--- config.mk ---
export PLATFORM = sky130hd
export DESIGN_NAME = coin_payer
export DESIGN_NICKNAME = d
export VERILOG_FILES = /design/src/rtl/coin_payer.sv
export SDC_FILE = /design/constraint.sdc
export NUM_CORES = 1
export LEC_CHECK = 0
export ABC_AREA = 1
export CAP_MARGIN = 20
export CORE_ASPECT_RATIO = 2
export CORE_MARGIN = 2
export CORE_UTILIZATION = 55
export DETAILED_ROUTE_END_ITERATION = 8
export PLACE_DENSITY_LB_ADDON = 0.12
export SLEW_MARGIN = 20
export SYNTH_ARGS = -nofsm -noshare
export SYNTH_HDL_FRONTEND = slang
export SYNTH_SLANG_ARGS = --single-unit
--- constraint.sdc ---
create_clock -name clk -period 4.7 [get_ports clk]
set_input_delay 1.41 -clock clk [delete_from_list [all_inputs] [get_ports clk]]
set_output_delay 1.41 -clock clk [all_outputs]
set_load 0.02 [all_outputs]
--- src/rtl/coin_payer.sv ---
// Buyer-side coin driver for the newspaper vending machine.
// Pays from a 5/10-unit wallet one coin per cycle, then waits for the dispense pulse.
module coin_payer #(
    parameter int PRICE_UNITS = 3,
    parameter int WALLET_W    = 4,
    parameter int TIMEOUT     = 4
) (
    input  logic                clk,
    input  logic                rst,
    input  logic                load,
    input  logic [WALLET_W-1:0] load_n5,
    input  logic [WALLET_W-1:0] load_n10,
    input  logic                buy,
    input  logic                newspaper,
    output logic [1:0]          coin,
    output logic                busy,
    output logic                done,
    output logic                fail,
    output logic [WALLET_W-1:0] n5_left,
    output logic [WALLET_W-1:0] n10_left
);

    typedef enum logic [1:0] {IDLE, PAY, WAIT_ACK} state_t;

    // paid can reach PRICE_UNITS+1 after an overpaying 10-unit coin
    localparam int PW = $clog2(PRICE_UNITS + 2) + 1;
    localparam int TW = $clog2(TIMEOUT + 1) + 1;
    localparam int VW = WALLET_W + 2;
    localparam logic [PW-1:0] PRICE_P = PW'(PRICE_UNITS);
    localparam logic [VW-1:0] PRICE_V = VW'(PRICE_UNITS);
    localparam logic [TW-1:0] T_LAST  = TW'(TIMEOUT - 1);

    state_t state, state_d;
    logic [PW-1:0] paid, paid_d, cur_paid, paid_new;
    logic [TW-1:0] timer, timer_d;
    logic [VW-1:0] value;
    logic [1:0] coin_d;
    logic busy_d, done_d, fail_d;
    logic [WALLET_W-1:0] n5_d, n10_d;
    logic funded, start, pay_now, pick10, covered;

    assign value    = {2'b00, n5_left} + {1'b0, n10_left, 1'b0};
    assign funded   = value >= PRICE_V;
    assign start    = (state == IDLE) && buy && !load && funded;
    assign pay_now  = start || (state == PAY);
    assign cur_paid = (state == IDLE) ? '0 : paid;

    // prefer a 10 while at least two units remain, otherwise a 5 if any
    assign pick10   = ((cur_paid + PW'(2) <= PRICE_P) && (n10_left != '0))
                      || (n5_left == '0);
    assign paid_new = cur_paid + (pick10 ? PW'(2) : PW'(1));
    assign covered  = paid_new >= PRICE_P;

    always_ff @(posedge clk or posedge rst) begin
        if (rst) begin
            state    <= IDLE;
            paid     <= '0;
            timer    <= '0;
            coin     <= 2'd0;
            busy     <= 1'b0;
            done     <= 1'b0;
            fail     <= 1'b0;
            n5_left  <= '0;
            n10_left <= '0;
        end else begin
            state    <= state_d;
            paid     <= paid_d;
            timer    <= timer_d;
            coin     <= coin_d;
            busy     <= busy_d;
            done     <= done_d;
            fail     <= fail_d;
            n5_left  <= n5_d;
            n10_left <= n10_d;
        end
    end

    always_comb begin
        state_d = state;
        unique case (state)
            IDLE:     if (start) state_d = covered ? WAIT_ACK : PAY;
            PAY:      if (covered) state_d = WAIT_ACK;
            WAIT_ACK: if (newspaper || timer == T_LAST) state_d = IDLE;
            default:  state_d = IDLE;
        endcase
    end

    always_comb begin
        coin_d  = 2'd0;
        done_d  = 1'b0;
        fail_d  = 1'b0;
        n5_d    = n5_left;
        n10_d   = n10_left;
        paid_d  = paid;
        timer_d = timer;
        busy_d  = state_d != IDLE;
        if (pay_now) begin
            coin_d  = pick10 ? 2'd2 : 2'd1;
            paid_d  = paid_new;
            timer_d = '0;
            if (pick10) n10_d = n10_left - WALLET_W'(1);
            else        n5_d  = n5_left - WALLET_W'(1);
        end else if (state == IDLE) begin
            paid_d = '0;
            if (load) begin
                n5_d  = load_n5;
                n10_d = load_n10;
            end else if (buy) begin
                fail_d = 1'b1;
            end
        end else if (state == WAIT_ACK) begin
            if (newspaper)            done_d  = 1'b1;
            else if (timer == T_LAST) fail_d  = 1'b1;
            else                      timer_d = timer + TW'(1);
        end
    end

endmodule

Word level (Yosys, flattened, before mapping)
Cells that the tools add are included.

operators by class
  $add $sub $neg = 6
  order comparisons = 3
  equal/unequal tests = 8
  muxes and demuxes = 34
  reductions and logical operators = 18

operators with widths
  operator               count
  $mux W4                15
  $mux W2                7
  $mux W1                11
  $reduce_bool A2 Y1     4
  $sub A4 B1 Y4 const B  2
  $add A4 B5 Y6          1
  $ge A6 B2 Y1 const B   1
  $ne A2 B2 Y1 const B   3
  $pmux W2 S3            1
  $reduce_and A3 Y1      2
  $add A4 B1 Y4 const B  1
  $add A4 B2 Y4          1
  $add A4 B2 Y4 const B  1
  $eq A4 B2 Y1 const B   1
  $ge A4 B2 Y1 const B   1
  $le A4 B2 Y1 const B   1
  $logic_and A1 B1 Y1    4
  $logic_not A4 Y1       1
  $ne A2 B1 Y1 const B   2
  $reduce_and A4 Y1      1
  $reduce_bool A4 Y1     1
  $logic_or A1 B1 Y1     3
  $eq A2 B1 Y1 const B   1
  $eq A2 B2 Y1 const B   1
  other kinds (2)        2

word-level totals
  register bits = 23
  input bits = 13
  output and inout port bits = 13
  word-level logic and storage cells = 78

Longest topological paths before layout
  depth in word-level cells = 13
  mapped depth = 18
  depth with buffers taken out = 18

Worst setup path after synthesis
OpenSTA, ideal clock, no wires.

  kind = input -> register
  start point = input load
  end point = register n5_left[0]
  library setup time = 0.066 ns
  arrival = 2.134 ns
  data required time = 4.634 ns
  setup slack = 2.501 ns
  stages on the path = 8
  buffers on the path = 1
  path through = inv_1 > nand4_2 > nand2_4 > inv_6 > buf_6 > o21ai_2 > nand2_1 > nand2_1

between the ends
  longest elaborated chain between the ends = 6
  elaborated cells between the ends (all ways) = 9
  classes of those cells = eq/ne: 1; mux: 1; reduce/logical: 7

RTL lines
  item                                                          line  RTL
  start, declared                                               10    input logic load,
  $logic_not A1 Y1                                              44    assign start = (state == IDLE) && buy && !load && funded;
  $logic_and A1 B1 Y1 (2 in a row)                              44
  $logic_or A1 B1 Y1                                            45    assign pay_now = start || (state == PAY);
  $ne A2 B2 Y1 (no line) or $reduce_bool A2 Y1 (tied branches)  -
  $reduce_and A3 Y1 (no line)                                   -
  end signal, assigned                                          73    n5_left <= n5_d;
  end, declared                                                 19    output logic [WALLET_W-1:0] n5_left,

Parallel ways exist; a longest one is shown, timed or not.
A chain may end at the register's enable or synchronous reset.

Final worst setup path
  start point = register n10_left[2]
  end point = output n10_left[2]

RTL lines
  item                    line  RTL
  start, declared         20    output logic [WALLET_W-1:0] n10_left
  start signal, assigned  74    n10_left <= n10_d;

No word-level cell between the ends.

==> impl_metrics.py <==
metrics = {
    "outcome": {
        "status": "completed",
    },
    "sta": {
        "whs_ns": 0.5724,
        "slew_viol_final": 0,
        "fmax_mhz": 353.5,
        "period_needed_ns": 2.829,
        "tightest_slew_ns": 0.8661,
        "finalCritPeriodShare": 0.6019,
        "setup_viol": 0,
        "setup_tns_ns": 0,
        "maxSlewHeadroom": 0.4220,
        "hold_violations": 0,
        "timing.final.ws_setup_ns": 1.871,
        "rsz0062_at_grt": "no",
        "fin_skew_ns": 0.01032,
    },
    "critical_path": {
        "end_kind": "output pin",
        "crit_required_ns": 3.29,
        "crit_fanout": 6,
        "path_delay_family": "buffers and inverters",
        "slowest_delay_ns": 0.65,
        "r2r-start": "n10_left[1]",
        "crit_start": "n10_left[2]",
        "crit_chain": "clkdlybuf4s50_1",
        "reg2reg_slack_ns": 2.41,
        "worst-path-stages": 1,
        "cp_slowest_cell": "clkdlybuf4s50_1",
        "crit_end": "n10_left[2]",
        "r2r-end": "state[1]",
        "crit_path_start_kind": "flip-flop",
        "criticalPathCategory": "flip-flop to output pin",
        "arrival_ns": 1.42,
        "reg2reg_depth": 14,
        "crit_buf_inv": 1,
    },
    "clock_network": {
        "clk_latency_ns": 0.28,
        "hold_buffers": 0,
        "cts_max_path_buffers": 2,
        "cts_buffers": 3,
        "ctsResizeCount": 0,
        "cts_htree_levels": 1,
        "postCtsSetupBuffers": 0,
        "numClockSinks": 23,
        "cts_tree": "done",
        "root_buffer": "clkbuf_8",
        "path_clk_slew_ns": 0.09,
    },
    "cells_and_area": {
        "drive_gt1_frac": 0.09333,
        "nets": 248,
        "fin_area_mm2": 0.001798,
        "final_util": 0.6996,
        "antenna_cells": 0,
        "instances_no_fill": 253,
        "area_delta_synth_final_pct": 21.27,
    },
    "die": {
        "io_pins": 26,
        "initial_core_util": 0.5769,
        "dieWidth_um": 40.72,
        "die_area_mm2": 0.003152,
        "die_h_um": 77.43,
        "num_rows": 26,
        "fp.coreArea_mm2": 0.002570,
    },
    "global_route": {
        "grt_usage": 0.2460,
        "grt_max_degree": 24,
        "antenna_found_initial": 0,
        "grt_first_pass_wirelength_um": 5444,
        "grt_pass1_vias": 1342,
        "overflow": 0,
    },
    "placed_design": {
        "dpl_worst_slack_ns": 1.857,
        "routabilityCongestion": 0.7789,
        "dp_cells": 249,
        "numPortBuffers": 25,
        "dp_hpwl_um": 2729,
        "place_area_mm2": 0.001749,
    },
    "pwr": {
        "p_total_mw": 1.192,
        "cellPowerDensity_mw_per_mm2": 663.1,
        "leakage_nw": 0.9566,
        "vdd_drop_max_uv": 373.8,
    },
    "route": {
        "drc_errors": 0,
        "vias": 1357,
        "wl_per_cell_um": 13.37,
        "ant_nets": 0,
        "firstDrtPassIters": 4,
        "viasPerCell": 5.364,
        "wl_um": 3383,
        "drtIter0Drc": 30,
    },
    "yosys": {
        "ys_async_sr_fraction": 1.000,
        "synth_edf_count": 0,
        "yosys_warnings": 0,
        "yosysSeqAreaShare": 0.3882,
        "netlist_area_mm2": 0.001483,
        "synth_fp_nets": 220,
        "synth_cell_types": 24,
        "syn_avg_cell_area_um2": 7.488,
        "synth_seq_cells": 23,
        "synth-main-ff-cell": "dfrtp_1",
        "synthCells": 198,
    },
    "flow_run": {
        "cap_viol_max_count": 0,
    },
    "hold_path": {
        "hold_path_class": "flip-flop to flip-flop",
    },
}
cells by family (layout without fill, tap and decap cells):
kind of cell,Yosys count,count (layout),share of synthesized area
AO/OA/AOI/OAI,14,14,0.05738
XOR/XNOR,6,6,0.03544
adder cells (fa/ha/maj),9,9,0.08102
buffers and inverters,36,63,0.1021
flip-flops,23,23,0.3882
AND/OR/NAND/NOR,110,110,0.3359
worst min path at each step:
stage	start	cells after the start	to
after floorplan	timer[3]	2	timer[3]
after global placement	timer[3]	2	timer[3]
after detailed placement	timer[3]	2	timer[3]
after CTS	timer[3]	2	timer[3]
after global routing	timer[3]	2	timer[3]
final	timer[3]	2	timer[3]
worst reg2reg max path: cells and delay by family, from the launching register on:
| kind | cells | cell delay (ns) |
|---|---|---|
| adder cells (fa/ha/maj) | 3 | 0.73 |
| AND/OR/NAND/NOR | 7 | 0.54 |
| flip-flops | 1 | 0.46 |
| buffers and inverters | 3 | 0.27 |
| AO/OA/AOI/OAI | 1 | 0.17 |
cell usage after synthesis, types with 2 or more instances:
library cell  instances  area, µm²
a21oi_1               5      25.02
dfrtp_1              23      575.6
ha_1                  8      100.1
inv_1                30      112.6
inv_2                 3      11.26
nand2_1              66      247.7
nand2_2               2      12.51
nand2_4               4      45.04
nand3_1              16      80.08
nand4_1               3      18.77
nor2_1               15      56.30
o21ai_0               4      20.02
o21ai_2               4      35.03
xnor2_1               2      17.52
xor2_1                4      35.03
placed cells by master, fill, tap and decap left out, drive strengths merged:
cell type,n
nand2,72
inv,34
clkdlybuf4s50,25
dfrtp,23
nand3,17
nor2,15
o21ai,9
ha,8
a21oi,5
xor2,4
nand4,4
clkbuf,3
xnor2,2
nor3,2
fa,1
clkinvlp,1
flip-flops by register name, summed over array words and instances (netlist names), 2 cells and up:
register	flops
coin	2
n5_left	4
paid	4
state	2
timer	4
n10_left	4
layer usage:
metal / part of all wire / global-route usage / up-vias
li1: - / - / 665
met1: 0.39 / 0.2415 / 656
met2: 0.57 / 0.4540 / 27
met3: 0.020 / 0.02000 / 9
met4: 0.027 / 0.1167 / 0
met5: 0 / 0 / -
power breakdown:
part           total, mW  internal [mW]  leakage (nW)  switching, mW
sequential         0.341          0.266         0.299         0.0747
combinational      0.722          0.281         0.635          0.441
clock              0.129         0.0602        0.0217         0.0693
total               1.19          0.607         0.957          0.585
layout make-up:
type                            count  area (µm²)
Fill cell                         222       772.0
Multi-Input combinational cell    139       755.7
Sequential cell                    23       575.6
Timing Repair Buffer               25       250.2
Inverter                           34       132.6
Clock buffer                        3       41.29
Tap cell                           28       35.03
Clock inverter                      1       7.507
(Power assumes the default switching activity.)
